$ cat src/rtl/hazard_stall_ctrl_pkg.sv
// Shared pipeline definitions for the hazard/stall controller: state encoding,
// default SAD hold length and a saturating counter helper.
package hazard_stall_ctrl_pkg;

   typedef enum logic [1:0] {
      IDLE        = 2'd0,
      SAD_BUSY    = 2'd1,
      SAD_RELEASE = 2'd2
   } hsc_state_e;

   localparam int unsigned SAD_STALL_CYCLES_DEFAULT = 32'd3;

   function automatic logic [15:0] sat_inc16(input logic [15:0] v);
      return (v == 16'hFFFF) ? v : (v + 16'd1);
   endfunction

endpackage

$ cat src/rtl/hazard_stall_ctrl_load_use_detect.sv
// Load-use hazard compare: the load in EX writes a register the ID instruction reads.
module load_use_detect (
   input  logic       EX_MemRead,
   input  logic [4:0] EX_rt,
   input  logic [4:0] ID_rs,
   input  logic [4:0] ID_rt,
   input  logic       ID_uses_rt,
   output logic       load_hit
);

   logic w_rs_match;
   logic w_rt_match;

   assign w_rs_match = (EX_rt == ID_rs);
   assign w_rt_match = ID_uses_rt & (EX_rt == ID_rt);
   // r0 is hardwired zero, so a load into it never creates a dependency
   assign load_hit   = EX_MemRead & (EX_rt != 5'd0) & (w_rs_match | w_rt_match);

endmodule

$ cat src/rtl/hazard_stall_ctrl.sv
// Pipeline stall controller: load-use bubbles plus a fixed-length hold for
// SAD-class instructions, with a saturating count of stalled cycles.
module hazard_stall_ctrl
   import hazard_stall_ctrl_pkg::*;
#(
   parameter int unsigned SAD_STALL_CYCLES = SAD_STALL_CYCLES_DEFAULT
) (
   input  logic        clk,
   input  logic        rst,
   input  logic [4:0]  ID_rs,
   input  logic [4:0]  ID_rt,
   input  logic        ID_uses_rt,
   input  logic        ID_sad_op,
   input  logic        EX_MemRead,
   input  logic [4:0]  EX_rt,
   input  logic        flush,
   output logic        stall,
   output logic        PCWrite,
   output logic        IF_ID_Write,
   output logic        sad_busy,
   output logic [15:0] stall_count
);

   localparam logic [3:0] CNT_LOAD = 4'(SAD_STALL_CYCLES - 32'd1);

   hsc_state_e  r_state;
   hsc_state_e  w_state_nxt;
   logic [3:0]  r_cnt;
   logic [3:0]  w_cnt_nxt;
   logic [15:0] r_stall_count;
   logic        w_load_hit;
   logic        w_stall;

   load_use_detect u_load_use_detect (
      .EX_MemRead (EX_MemRead),
      .EX_rt      (EX_rt),
      .ID_rs      (ID_rs),
      .ID_rt      (ID_rt),
      .ID_uses_rt (ID_uses_rt),
      .load_hit   (w_load_hit)
   );

   // Stall decision: flush and reset win, then load-use, then SAD sequencing
   always_comb begin
      w_stall = 1'b0;
      if (rst || flush) begin
         w_stall = 1'b0;
      end else if (w_load_hit) begin
         w_stall = 1'b1;
      end else if (r_state == SAD_BUSY) begin
         w_stall = 1'b1;
      end else if ((r_state == IDLE) && ID_sad_op) begin
         w_stall = 1'b1;
      end else begin
         w_stall = 1'b0;
      end
   end

   // Next state: the IDLE cycle that accepts a SAD op already stalls, so
   // SAD_BUSY only has to cover the remaining SAD_STALL_CYCLES-1 cycles
   always_comb begin
      w_state_nxt = r_state;
      w_cnt_nxt   = r_cnt;
      if (flush) begin
         w_state_nxt = IDLE;
         w_cnt_nxt   = 4'd0;
      end else begin
         case (r_state)
            IDLE: begin
               if (ID_sad_op && !w_load_hit) begin
                  if (SAD_STALL_CYCLES == 32'd1) begin
                     w_state_nxt = SAD_RELEASE;
                     w_cnt_nxt   = 4'd0;
                  end else begin
                     w_state_nxt = SAD_BUSY;
                     w_cnt_nxt   = CNT_LOAD;
                  end
               end else begin
                  w_state_nxt = IDLE;
                  w_cnt_nxt   = 4'd0;
               end
            end
            SAD_BUSY: begin
               if (r_cnt > 4'd1) begin
                  w_state_nxt = SAD_BUSY;
                  w_cnt_nxt   = r_cnt - 4'd1;
               end else begin
                  w_state_nxt = SAD_RELEASE;
                  w_cnt_nxt   = 4'd0;
               end
            end
            SAD_RELEASE: begin
               w_state_nxt = IDLE;
               w_cnt_nxt   = 4'd0;
            end
            default: begin
               w_state_nxt = IDLE;
               w_cnt_nxt   = 4'd0;
            end
         endcase
      end
   end

   // State, hold counter and saturating stall counter
   always_ff @(posedge clk) begin
      if (rst) begin
         r_state       <= IDLE;
         r_cnt         <= 4'd0;
         r_stall_count <= 16'd0;
      end else begin
         r_state <= w_state_nxt;
         r_cnt   <= w_cnt_nxt;
         if (w_stall) begin
            r_stall_count <= sat_inc16(r_stall_count);
         end else begin
            r_stall_count <= r_stall_count;
         end
      end
   end

   assign stall       = w_stall;
   assign PCWrite     = ~w_stall;
   assign IF_ID_Write = ~w_stall;
   assign sad_busy    = (r_state == SAD_BUSY) & ~rst;
   assign stall_count = r_stall_count;

endmodule

$ cat config.mk
export PLATFORM = sky130hd
export DESIGN_NAME = hazard_stall_ctrl
export DESIGN_NICKNAME = d
export VERILOG_FILES = /design/src/rtl/hazard_stall_ctrl_pkg.sv /design/src/rtl/hazard_stall_ctrl_load_use_detect.sv /design/src/rtl/hazard_stall_ctrl.sv
export SDC_FILE = /design/constraint.sdc
export NUM_CORES = 1
export LEC_CHECK = 0
export ABC_CLOCK_PERIOD_IN_PS = 2500
export BUFFER_PORTS_ARGS = -buffer_cell sky130_fd_sc_hd__buf_2
export CAP_MARGIN = 10
export CORE_ASPECT_RATIO = 1.5
export CORE_MARGIN = 2
export CORE_UTILIZATION = 50
export DETAILED_ROUTE_END_ITERATION = 10
export PLACE_DENSITY_LB_ADDON = 0.05
export SETUP_SLACK_MARGIN = 0.15
export SYNTH_ARGS = -nofsm -noshare
export SYNTH_HDL_FRONTEND = slang
export SYNTH_SLANG_ARGS = --single-unit
$ cat constraint.sdc
create_clock -name clk -period 2.5 [get_ports clk]
set_clock_uncertainty 0.05 [all_clocks]
set_input_delay 0.5 -clock clk [delete_from_list [all_inputs] [get_ports clk]]
set_output_delay 0.5 -clock clk [all_outputs]
set_load 0.03 [all_outputs]
Yosys cells after proc, flatten, opt, wreduce, memory -nomap -nowiden
Index checks and enable logic that the tools add are counted.
{"block": "word_totals", "out_inout_bits": 20, "input_bits": 21, "regBits": 22}
{"block": "classes", "bitwise_logic": 8, "eq_ne": 4, "muxes": 10, "reduce_logical": 8, "n_lt_le_gt_ge": 1, "add_sub_neg": 2}
{"op": "$add A16 B1 Y16 const B", "count": 1}
{"op": "$eq A16 B16 Y1 const B", "count": 1}
{"op": "$eq A5 B5 Y1", "count": 2}
{"op": "$pmux W4 S2", "count": 1}
{"op": "$mux W1", "count": 5}
{"op": "$reduce_bool A5 Y1", "count": 1}
{"op": "$and A1 B1 Y1", "count": 4}
{"op": "$gt A4 B1 Y1 const B", "count": 1}
{"op": "$mux W2", "count": 2}
{"op": "$mux W4", "count": 1}
{"op": "$pmux W2 S2", "count": 1}
{"op": "$sub A4 B1 Y4 const B", "count": 1}
{"op": "$not A1 Y1", "count": 3}
{"op": "$eq A2 B1 Y1 const B", "count": 1}
{"op": "$logic_and A1 B1 Y1", "count": 2}
{"op": "$logic_not A2 Y1", "count": 1}
{"op": "$reduce_and A2 Y1", "count": 1}
{"op": "$reduce_or A2 Y1", "count": 1}
{"op": "$logic_not A1 Y1", "count": 1}
{"op": "$logic_or A1 B1 Y1", "count": 1}
{"op": "$or A1 B1 Y1", "count": 1}

Longest topological paths before layout
Gate-level depths: netlist of run 1.
{"block": "logic_depth", "ltp_word": 8, "depth_mapped": 8, "depth_no_buf": 7}

Cells and area by module
Synthesis of run 1 repeated with hierarchy kept, for this count alone.
{"block": "hier_totals", "hier_cells": 151, "area_unflattened_um2": 1310.0}
{"module": "hazard_stall_ctrl", "seq_area_each_um2": 440.4, "area_each_um2": 1177.4, "cells_per_inst": 134, "instances": 1}
{"module": "load_use_detect", "seq_area_each_um2": 0.0, "area_each_um2": 132.6, "cells_per_inst": 17, "instances": 1}

Worst setup path before layout of run 1
No wires, ideal clock.
{"block": "synth_path", "path_type": "input port to output port", "start": "input EX_rt[1]", "end": "output stall", "t_required_ps": 1950, "path_buffers": 0, "slack_ps": 114, "path_stages": 5, "t_arrival_ps": 1836, "path_cell_list": "or4_4 o21ai_4 o21ai_2 nand2_1 inv_1"}
{"block": "synth_via", "elab_chain_len": 6, "word_cells_on_any_way": 9, "cone_classes": "eq/ne (2); mux (2); bitwise (4); reduce/logical (1)"}
{"item": "start: declaration", "line": "hazard_stall_ctrl.sv:15", "text": "input logic [4:0] EX_rt,"}
{"item": "$eq A5 B5 Y1", "line": "hazard_stall_ctrl_load_use_detect.sv:15", "text": "assign w_rt_match = ID_uses_rt & (EX_rt == ID_rt);"}
{"item": "$and A1 B1 Y1", "line": "hazard_stall_ctrl_load_use_detect.sv:15"}
{"item": "$or A1 B1 Y1", "line": "hazard_stall_ctrl_load_use_detect.sv:17", "text": "assign load_hit = EX_MemRead & (EX_rt != 5'd0) & (w_rs_match | w_rt_match);"}
{"item": "$and A1 B1 Y1 *", "line": "hazard_stall_ctrl_load_use_detect.sv:17"}
{"item": "$mux W1 *", "line": "hazard_stall_ctrl.sv:48", "text": "end else if (w_load_hit) begin"}
{"item": "$mux W1 *", "line": "hazard_stall_ctrl.sv:46", "text": "if (rst || flush) begin"}
{"item": "end: declaration", "line": "hazard_stall_ctrl.sv:17", "text": "output logic stall,"}
Mark *: on every way between the ends. The rest lies on a longest branch, timed or not.

Final worst setup path of run 1
Ends and elaborated chain as after synthesis.

==> flow_summary.json, run 1 <==
{
  "portBuffers": 40,
  "worstHoldPathType": "flop to flop",
  "worstHoldPathCells": 1,
  "timing.final.max_slew_violations": 0,
  "fp.dieArea_sq_mm": 0.002962,
  "gp_congestion": 0.8271,
  "die_wd_um": 45.11,
  "dr.first_iter.drc_count": 28,
  "critPathKind": "primary input to output pin",
  "avgSynthCellArea_sq_um": 8.622,
  "min_from": "r_cnt[0]",
  "timing.slew.headroom_pct": 74.61,
  "setup_tns_ps": 0,
  "cts_inserted_buffers": 3,
  "synthesized_area_fraction_occupied_by_xor_and_xnor_cells_pct": 8.983,
  "grt_antenna_before_repair": 0,
  "io-pin-count": 41,
  "cap_viol_max_count": 0,
  "post_synth_instance_area_sq_mm": 0.001267,
  "critPathArrivalTime_ps": 1790,
  "synth_flop_cell": "sky130_fd_sc_hd__dfxtp_1",
  "cts-hold-fix-buffers": 0,
  "seq_area_frac_synth_pct": 34.75,
  "clk_root_buffer_cell": "sky130_fd_sc_hd__clkbuf_4",
  "placedInstanceArea_sq_mm": 0.001508,
  "hold_viol_final": 0,
  "antenna_cells_inserted": 0,
  "synth_top_family_by_area": "simple AND/OR/NAND/NOR gates",
  "grt_start_max_net_pins": 21,
  "min_to": "r_cnt[0]",
  "wl_per_cell_um": 12.60,
  "grt_first_pass_wirelength_um": 4478,
  "num_vias": 1258,
  "drt_wl_total_um": 2747,
  "timing_worst_slew_pin_value_ps": 378.6,
  "crit_top_cell": "sky130_fd_sc_hd__buf_2",
  "ys_async_sr_fraction_pct": 0,
  "number_of_global_route_vias_before_repair": 1073,
  "fmax_mhz": 426.5,
  "floorplan.rows": 22,
  "cts-htree-levels": 1,
  "post_route_cell_area_sq_mm": 0.001580,
  "drive_above_1_share_pct": 34.02,
  "start_util_pct": 52.32,
  "run_status": "complete, no violations",
  "synth-compound-area-share_pct": 17.28,
  "timing.reg2reg.worst_path_depth": 8,
  "grt_remaining_overflow": 0,
  "core_footprint_sq_mm": 0.002422,
  "syn_nets": 171,
  "clkTransAtPathRegs_ps": 120,
  "clk-insertion-delay-late_ps": 300,
  "setup_viol_count_final": 0,
  "min_period_ps": 2345,
  "critical_path.reg2reg.startpoint": "stall_count[0]",
  "critical_path_peak_fanout": 4,
  "synth.mux.area_fraction_pct": 4.146,
  "yosys.area_share.adder_pct": 2.962,
  "total_leakage_power_nw": 0.6667,
  "drcViolationCount": 0,
  "critPathMaxStageDelay_ps": 550,
  "dp_hpwl_um": 2169,
  "post_synth_num_cell_types": 46,
  "yosys_register_bits": 22,
  "viasPerCell": 5.771,
  "required_time_at_the_worst_slack_endpoint_ps": 1950,
  "tritoncts": "done",
  "yosys.area_share.simple_pct": 28.04,
  "setup.reg_to_reg.worst_slack_ps": 300,
  "worst_supply_voltage_drop_on_vdd_uv": 388.0,
  "drtPass1Iterations": 5,
  "final_min_period_over_clock_period_pct": 93.78,
  "start_kind": "primary input",
  "total_power_consumption_of_the_routed_design_mw": 0.7275,
  "critical_path.cell_chain": "buf_2 -> or4_4 -> o21ai_4 -> o21ai_2 -> nand2_2 -> inv_1 -> buf_2",
  "r2r-end": "stall_count[4]",
  "num-nets-final": 219,
  "grt.total_usage_pct": 19.80,
  "synth-warning-count": 0,
  "path_buf_inv": 3,
  "synth_edf_count": 0,
  "cts_buffer_depth": 2,
  "power.density_cell_area_mw_per_mm2": 460.4,
  "timing.critical_path.to_type": "output pin",
  "postRouteAntennaNets": 0,
  "synthesis.instances": 147,
  "synthToLayoutAreaGrowth_pct": 24.68,
  "clock-sinks": 22,
  "cpMaxStageDelayCell": "sky130_fd_sc_hd__or4_4",
  "critPathTopFamily": "simple AND/OR/NAND/NOR gates",
  "rsz0062_at_grt": "true",
  "die_h_um": 65.67
}
[cell usage in the layout (no fill, tap or decap), drive strengths merged, types with 2 or more instances in the layout]
cell type,n
a211oi,2
a21oi,7
and2,2
and3,2
buf,47
clkbuf,3
dfxtp,22
ha,3
inv,5
mux2,2
mux2i,3
nand2,8
nand2b,2
nand3,7
nand4,7
nor2,15
nor2b,4
nor3,4
o21ai,10
o31ai,3
or3,6
or4,3
xnor2,12
[cell usage after synthesis (4+ instances only)]
| cell | instances | area share, % |
|---|---|---|
| sky130_fd_sc_hd__o21ai_0 | 6 | 2.4 |
| sky130_fd_sc_hd__nor3_1 | 4 | 1.6 |
| sky130_fd_sc_hd__nor2b_1 | 4 | 2.0 |
| sky130_fd_sc_hd__nand3_1 | 7 | 2.8 |
| sky130_fd_sc_hd__nand4_1 | 7 | 3.5 |
| sky130_fd_sc_hd__nor2_1 | 15 | 4.4 |
| sky130_fd_sc_hd__a21oi_1 | 7 | 2.8 |
| sky130_fd_sc_hd__xnor2_1 | 12 | 8.3 |
| sky130_fd_sc_hd__inv_1 | 5 | 1.5 |
| sky130_fd_sc_hd__dfxtp_1 | 22 | 35 |
| sky130_fd_sc_hd__or3_2 | 4 | 2.4 |
| sky130_fd_sc_hd__nand2_1 | 7 | 2.1 |
[timing repair]
| item | in CTS | in global routing |
|---|---|---|
| gates resized for setup | 0 | 1 |
| hold endpoints to repair | 0 | 0 |
| setup endpoints to repair | 0 | 4 |
| setup buffers | 0 | 2 |
[routing by layer]
layer  vias to the layer above  share of wire (%)  global-route usage, %
met2                        41                 51                  33.21
met1                       579                 41                  24.02
met3                        10                5.7                  3.571
li1                        628                  -                      -
met4                         0                2.3                  8.088
met5                         -                  0                      0
[cells by family (layout without fill, tap and decap cells)]
family,Yosys count,after routing
AO/OA/AOI/OAI,31,31
XOR/XNOR,13,13
adder cells (fa/ha/maj),3,3
buffers and inverters,9,56
flip-flops,22,22
multiplexers,5,5
AND/OR/NAND/NOR,64,64
[worst max path at each step]
stage | from | endpoint | slack (ps) | cells past startpoint
after global routing | EX_rt[1] | stall | 110 | 7
after global placement | EX_rt[1] | stall | 180 | 7
after detailed placement | EX_rt[1] | stall | 160 | 7
after CTS | EX_rt[1] | stall | 150 | 7
after floorplan | EX_rt[1] | PCWrite | 240 | 5
final | EX_rt[1] | stall | 160 | 7
[area by class of cell]
class	instances	area, sq um
Inverter	5	18.77
Multi-Input combinational cell	116	785.8
Timing Repair Buffer	47	252.7
Sequential cell	22	440.4
Fill cell	234	842.1
Clock buffer	3	22.52
Tap cell	24	30.03
Clock inverter	1	30.03
[flip-flops by register name, indices dropped and copies added (netlist names)]
name	cells
r_cnt	4
stall_count	16
r_state	2
[metrics by stage]
step / setup slack (ps) / std cells / hold WS [ps] / utilization (%)
after floorplan: 237.1 / 147 / 379.6 / -
after global placement: 182.1 / 212 / 403.6 / 62.24
after detailed placement: 164.1 / 212 / 415.8 / 62.24
after CTS: 154.5 / 216 / 445.0 / 64.41
after global routing: 107.5 / 218 / 469.5 / 65.24
final: 155.5 / 218 / 433.6 / 65.24
[power breakdown]
part,internal [mW],switching [mW]
sequential,0.354,0.00333
combinational,0.0459,0.0574
clock,0.162,0.105
No activity file was read; power rests on OpenSTA's default activity.
==> run 2, diff against run 1 <==
--- a/config.mk
+++ b/config.mk
@@ -7,12 +7,13 @@
 export LEC_CHECK = 0
 export ABC_CLOCK_PERIOD_IN_PS = 2500
 export BUFFER_PORTS_ARGS = -buffer_cell sky130_fd_sc_hd__buf_2
-export CAP_MARGIN = 10
+export CAP_MARGIN = 20
 export CORE_ASPECT_RATIO = 1.5
 export CORE_MARGIN = 2
 export CORE_UTILIZATION = 50
 export DETAILED_ROUTE_END_ITERATION = 10
 export PLACE_DENSITY_LB_ADDON = 0.05
+export REMOVE_ABC_BUFFERS = 1
 export SETUP_SLACK_MARGIN = 0.15
 export SYNTH_ARGS = -nofsm -noshare
 export SYNTH_HDL_FRONTEND = slang
==> run 2 against run 1 <==
  * Design area grew 0.79%
  * Cell count grew 0.46%
  * Clock-buffer cell count is the same
  * Routed wire length grew 7.3%
  * Sequential share of layout area shrank 0.22 points
  * Utilization grew 0.52 points
  * Worst setup slack gained 20 ps
  * Global-route usage grew 0.77 points
  * Power grew 2.2%
  * Critical endpoint unchanged
  * Largest cell class unchanged
  * Largest power group unchanged
==> flow_summary.json, run 2 (synthesis results as in run 1) <==
{
  "cts-htree-levels": 1,
  "grt_remaining_overflow": 0,
  "fp.dieArea_sq_mm": 0.002962,
  "grt.total_usage_pct": 20.57,
  "critPathArrivalTime_ps": 1770,
  "layout.cells.most_common": "sky130_fd_sc_hd__buf_2",
  "viasPerCell": 5.712,
  "num-nets-final": 220,
  "required_time_at_the_worst_slack_endpoint_ps": 1950,
  "start_util_pct": 52.32,
  "cap_viol_max_count": 0,
  "cts_inserted_buffers": 3,
  "core_footprint_sq_mm": 0.002422,
  "grt_antenna_before_repair": 0,
  "synthToLayoutAreaGrowth_pct": 25.67,
  "timing.final.max_slew_violations": 0,
  "die_h_um": 65.67,
  "io-pin-count": 41,
  "die_wd_um": 45.11,
  "placedInstanceArea_sq_mm": 0.001498,
  "num_vias": 1251,
  "finalCoreUtilization_pct": 65.75,
  "clk_root_buffer_cell": "sky130_fd_sc_hd__clkbuf_4",
  "min_from": "r_cnt[0]",
  "dp_slack_ps": 156.5,
  "timing_worst_slew_pin_value_ps": 483.3,
  "setup_viol_count_final": 0,
  "max_reg_flops": 16,
  "start_kind": "primary input",
  "clock-sinks": 22,
  "fmax_mhz": 430.1,
  "worstHoldPathType": "flop to flop",
  "antenna_cells_inserted": 0,
  "number_of_global_route_vias_before_repair": 1164,
  "grt_start_max_net_pins": 21,
  "run_status": "complete, no violations",
  "critPathMaxStageDelay_ps": 250,
  "postRouteAntennaNets": 0,
  "cts-hold-fix-buffers": 0,
  "min_period_ps": 2325,
  "worst_supply_voltage_drop_on_vdd_uv": 299.2,
  "critical_path.reg2reg.startpoint": "stall_count[0]",
  "layout_setup_ws_ps": 175.2,
  "layout.cells.most_common_list": "sky130_fd_sc_hd__buf_2 (39), sky130_fd_sc_hd__dfxtp_1 (22), sky130_fd_sc_hd__nor2_1 (15), sky130_fd_sc_hd__xnor2_1 (11), sky130_fd_sc_hd__buf_4 (8)",
  "grt_first_pass_wirelength_um": 4698,
  "timing.critical_path.to_type": "output pin",
  "clk-insertion-delay-late_ps": 310,
  "rsz0062_at_grt": "false",
  "power.density_cell_area_mw_per_mm2": 466.7,
  "final-seq-area_sq_um": 440.4,
  "dp_hpwl_um": 2174,
  "hold_ws_ps": 433.4,
  "clkTransAtPathRegs_ps": 130,
  "drive_above_1_share_pct": 34.87,
  "setup.worst_path.start": "EX_rt[1]",
  "critPathKind": "primary input to output pin",
  "total_leakage_power_nw": 0.6688,
  "cts_buffer_depth": 2,
  "drt_wl_total_um": 2947,
  "final_min_period_over_clock_period_pct": 92.99,
  "multi_input_comb_area_sq_um": 788.3,
  "fillerInstances": 229,
  "drtPass1Iterations": 4,
  "tritoncts": "done",
  "total_power_consumption_of_the_routed_design_mw": 0.7433,
  "gp_congestion": 0.8147,
  "cpMaxStageDelayCell": "sky130_fd_sc_hd__o22a_1",
  "wl_per_cell_um": 13.46,
  "post_route_cell_area_sq_mm": 0.001593,
  "hold_viol_final": 0,
  "critical_path_peak_fanout": 3,
  "drcViolationCount": 0,
  "dr.first_iter.drc_count": 32,
  "critical_path.cell_chain": "buf_2 -> xnor2_1 -> nand3_1 -> o22a_1 -> o21ai_2 -> nand2_2 -> inv_1 -> clkbuf_4",
  "floorplan.rows": 22,
  "portBuffers": 40,
  "timing.slew.headroom_pct": 67.53
}
run 2: cell count changes in the layout (fill, tap and decap cells not counted):
cell / change
sky130_fd_sc_hd__nand2_4: -1
sky130_fd_sc_hd__xnor2_2: +1
sky130_fd_sc_hd__buf_2: -1
sky130_fd_sc_hd__buf_4: +1
sky130_fd_sc_hd__xnor2_1: -1
sky130_fd_sc_hd__nand2_2: +1
sky130_fd_sc_hd__clkbuf_4: +1
run 2: path summary, 6_finish.rpt:
kind,endpoint,slack (ps),cells past startpoint
max,stall,180,8
min,r_cnt[0],430,1
max reg2reg,stall_count[5],330,7
min reg2reg,r_cnt[0],430,1
run 2: cell type report:
cell class | count | share of cell area (%)
Sequential cell | 22 | 27.65
Inverter | 5 | 1.178
Tap cell | 24 | 1.885
Clock inverter | 1 | 1.885
Timing Repair Buffer | 48 | 16.50
Multi-Input combinational cell | 116 | 49.49
Clock buffer | 3 | 1.414
run 2: repair_timing:
| action | CTS | global route |
|---|---|---|
| setup buffers | 1 | 3 |
| gates resized for setup | 0 | 3 |
| setup endpoints to repair | 1 | 3 |
| pin swaps | 1 | 5 |
run 2: layer usage:
metal / share of wire, % / GRT usage, % / vias to the layer above
met1: 40 / 22.32 / 588
li1: - / - / 632
met4: 0.41 / 7.353 / 0
met3: 5.2 / 2.473 / 2
met2: 55 / 38.57 / 29
met5: 0 / 0 / -
run 2: report_power, final:
part           leakage [nW]  switching [mW]  internal (mW)
sequential            0.178         0.00352          0.354
clock                0.0279           0.115          0.162
combinational         0.463          0.0593         0.0496
total                 0.669           0.178          0.566
run 2: per-stage QoR:
step | TNS, ps | instances
2_1_floorplan | -119.0 | 143
3_3_place_gp | 0 | 211
3_5_place_dp | 0 | 211
4_1_cts | 0 | 216
5_1_grt | 0 | 219
6_report | 0 | 219
run 2: worst max-delay path, delay by kind of cell:
kind	cells	cell delay, ps
AOI/OAI and AO/OA	2	450
xor gates and xnor gates	1	200
buffers and inverters	3	390
and+or+nand+nor	2	230
==> run 3, diff against run 2 <==
--- a/config.mk
+++ b/config.mk
@@ -8,13 +8,16 @@
 export ABC_CLOCK_PERIOD_IN_PS = 2500
 export BUFFER_PORTS_ARGS = -buffer_cell sky130_fd_sc_hd__buf_2
 export CAP_MARGIN = 20
+export CELL_PAD_IN_SITES_DETAIL_PLACEMENT = 1
+export CELL_PAD_IN_SITES_GLOBAL_PLACEMENT = 1
 export CORE_ASPECT_RATIO = 1.5
 export CORE_MARGIN = 2
-export CORE_UTILIZATION = 50
+export CORE_UTILIZATION = 36
 export DETAILED_ROUTE_END_ITERATION = 10
 export PLACE_DENSITY_LB_ADDON = 0.05
 export REMOVE_ABC_BUFFERS = 1
 export SETUP_SLACK_MARGIN = 0.15
+export SLEW_MARGIN = 30
 export SYNTH_ARGS = -nofsm -noshare
 export SYNTH_HDL_FRONTEND = slang
 export SYNTH_SLANG_ARGS = --single-unit
==> run 3 against run 2 <==
  * Global-route usage is 3.6 points lower
  * Non-clock buffer count grew 5
  * Power increased by 8.2%
  * First-iteration DRC count shrank 66%
  * Worst setup slack improved by 34 ps
  * Maximum frequency grew 1.5%
  * Utilization shrank 16 points
==> flow_summary.json, run 3 (synthesis results as in run 1) <==
{
  "run_status": "complete, no violations",
  "portBuffers": 40,
  "numPlacedInstances": 230,
  "timing.slew.headroom_pct": 75.59,
  "cts-htree-levels": 1,
  "dp_hpwl_um": 2584,
  "placedInstanceArea_sq_mm": 0.001528,
  "grt.total_usage_pct": 17.00,
  "timing_worst_slew_pin_value_ps": 365.4,
  "core_footprint_sq_mm": 0.003383,
  "floorplan.rows": 26,
  "viasPerCell": 5.190,
  "cap_viol_max_count": 0,
  "setup_viol_count_final": 0,
  "min_period_ps": 2291,
  "critical_path_peak_fanout": 3,
  "wl_per_cell_um": 13.90,
  "timing.final.max_slew_violations": 0,
  "grt_remaining_overflow": 0,
  "final_min_period_over_clock_period_pct": 91.65,
  "fillerInstances": 429,
  "dp_slack_ps": 131.6,
  "hold_viol_final": 0,
  "tritoncts": "done",
  "critPathKind": "primary input to output pin",
  "final-seq-area_sq_um": 440.4,
  "total_power_consumption_of_the_routed_design_mw": 0.8043,
  "worst_supply_voltage_drop_on_vdd_uv": 439.3,
  "finalCoreUtilization_pct": 49.56,
  "antenna_cells_inserted": 0,
  "synthToLayoutAreaGrowth_pct": 32.28,
  "drcViolationCount": 0,
  "cpMaxStageDelayCell": "sky130_fd_sc_hd__or4_4",
  "fp.dieArea_sq_mm": 0.004021,
  "number_of_global_route_vias_before_repair": 1228,
  "grt_first_pass_wirelength_um": 5416,
  "rsz0062_at_grt": "false",
  "die_wd_um": 52.45,
  "cts_buffer_depth": 2,
  "clock-sinks": 22,
  "multi_input_comb_area_sq_um": 793.3,
  "postRouteAntennaNets": 0,
  "critical_path.cell_chain": "buf_2 -> or4_4 -> o21ai_4 -> o21ai_2 -> nand2_2 -> inv_1 -> clkbuf_4",
  "finalNonFillerCells": 242,
  "cts-hold-fix-buffers": 0,
  "required_time_at_the_worst_slack_endpoint_ps": 1950,
  "fmax_mhz": 436.4,
  "post_route_cell_area_sq_mm": 0.001677,
  "cts_inserted_buffers": 3,
  "io-pin-count": 41,
  "dr.first_iter.drc_count": 11,
  "start_util_pct": 37.46,
  "total_leakage_power_nw": 0.7053,
  "timing.critical_path.to_type": "output pin",
  "num_vias": 1256,
  "power.density_cell_area_mw_per_mm2": 479.7,
  "critPathMaxStageDelay_ps": 540,
  "worstHoldPathType": "flop to flop",
  "layout.cells.most_common": "sky130_fd_sc_hd__buf_2",
  "grt_start_max_net_pins": 21,
  "drive_above_1_share_pct": 36.50,
  "num-nets-final": 225,
  "clk-insertion-delay-late_ps": 260,
  "die_h_um": 76.67,
  "drtPass1Iterations": 4,
  "layout.cells.most_common_list": "sky130_fd_sc_hd__buf_2 (39), sky130_fd_sc_hd__dfxtp_1 (22), sky130_fd_sc_hd__nor2_1 (15), sky130_fd_sc_hd__buf_4 (13), sky130_fd_sc_hd__xnor2_1 (11)",
  "critPathArrivalTime_ps": 1740,
  "clkTransAtPathRegs_ps": 90,
  "clk_root_buffer_cell": "sky130_fd_sc_hd__clkbuf_8",
  "max_reg_flops": 16,
  "layout_setup_ws_ps": 208.8,
  "grt_antenna_before_repair": 0,
  "drt_wl_total_um": 3365,
  "start_kind": "primary input",
  "gp_congestion": 0.7230
}
==> run 3: final cells by class <==
| class | instances | area share [%] |
|---|---|---|
| Multi-Input combinational cell | 116 | 47.31 |
| Clock buffer | 3 | 2.463 |
| Inverter | 5 | 1.119 |
| Clock inverter | 1 | 1.791 |
| Tap cell | 42 | 3.134 |
| Timing Repair Buffer | 53 | 17.91 |
| Sequential cell | 22 | 26.27 |
==> run 3: timing repair <==
item	in CTS	in global routing
resized for setup	0	4
pin swaps	1	4
setup buffers	1	7
endpoints found under the setup margin	1	8
hold endpoints to repair	0	0
==> run 3: worst paths after layout <==
check | cells past startpoint | slack, ps | startpoint | end
min reg2reg | 1 | 430 | r_cnt[0] | r_cnt[0]
max | 7 | 210 | EX_rt[1] | stall
max reg2reg | 8 | 320 | stall_count[0] | stall_count[8]
min | 1 | 430 | r_cnt[0] | r_cnt[0]
==> run 3: per-stage QoR <==
stage	setup TNS (ps)	hold WS [ps]
after floorplan	-119.0	379.6
after global placement	0	408.1
after detailed placement	0	422.2
after CTS	0	444.2
after global routing	0	481.1
final	0	432.9
==> run 3: critical path: cells and delay by family <==
kind            cells  cell delay [ps]
buf+inv             3              350
simple gates        2              650
compound gates      2              230
==> run 3: routing by layer <==
layer	routed length (um)	vias to the layer above	global-route usage, %
met1	1412	598	20.42
met3	85	2	1.946
met2	1847	19	31.00
li1	-	637	-
met5	0	-	0
met4	19	0	3.846
==> run 3: where the power goes <==
group	internal, mW	total (mW)	switching (mW)	leakage (nW)
Clock	0.214	0.334	0.120	0.0357
Combinational	0.0531	0.114	0.0604	0.492
Sequential	0.353	0.357	0.00358	0.178
Total	0.620	0.804	0.184	0.705
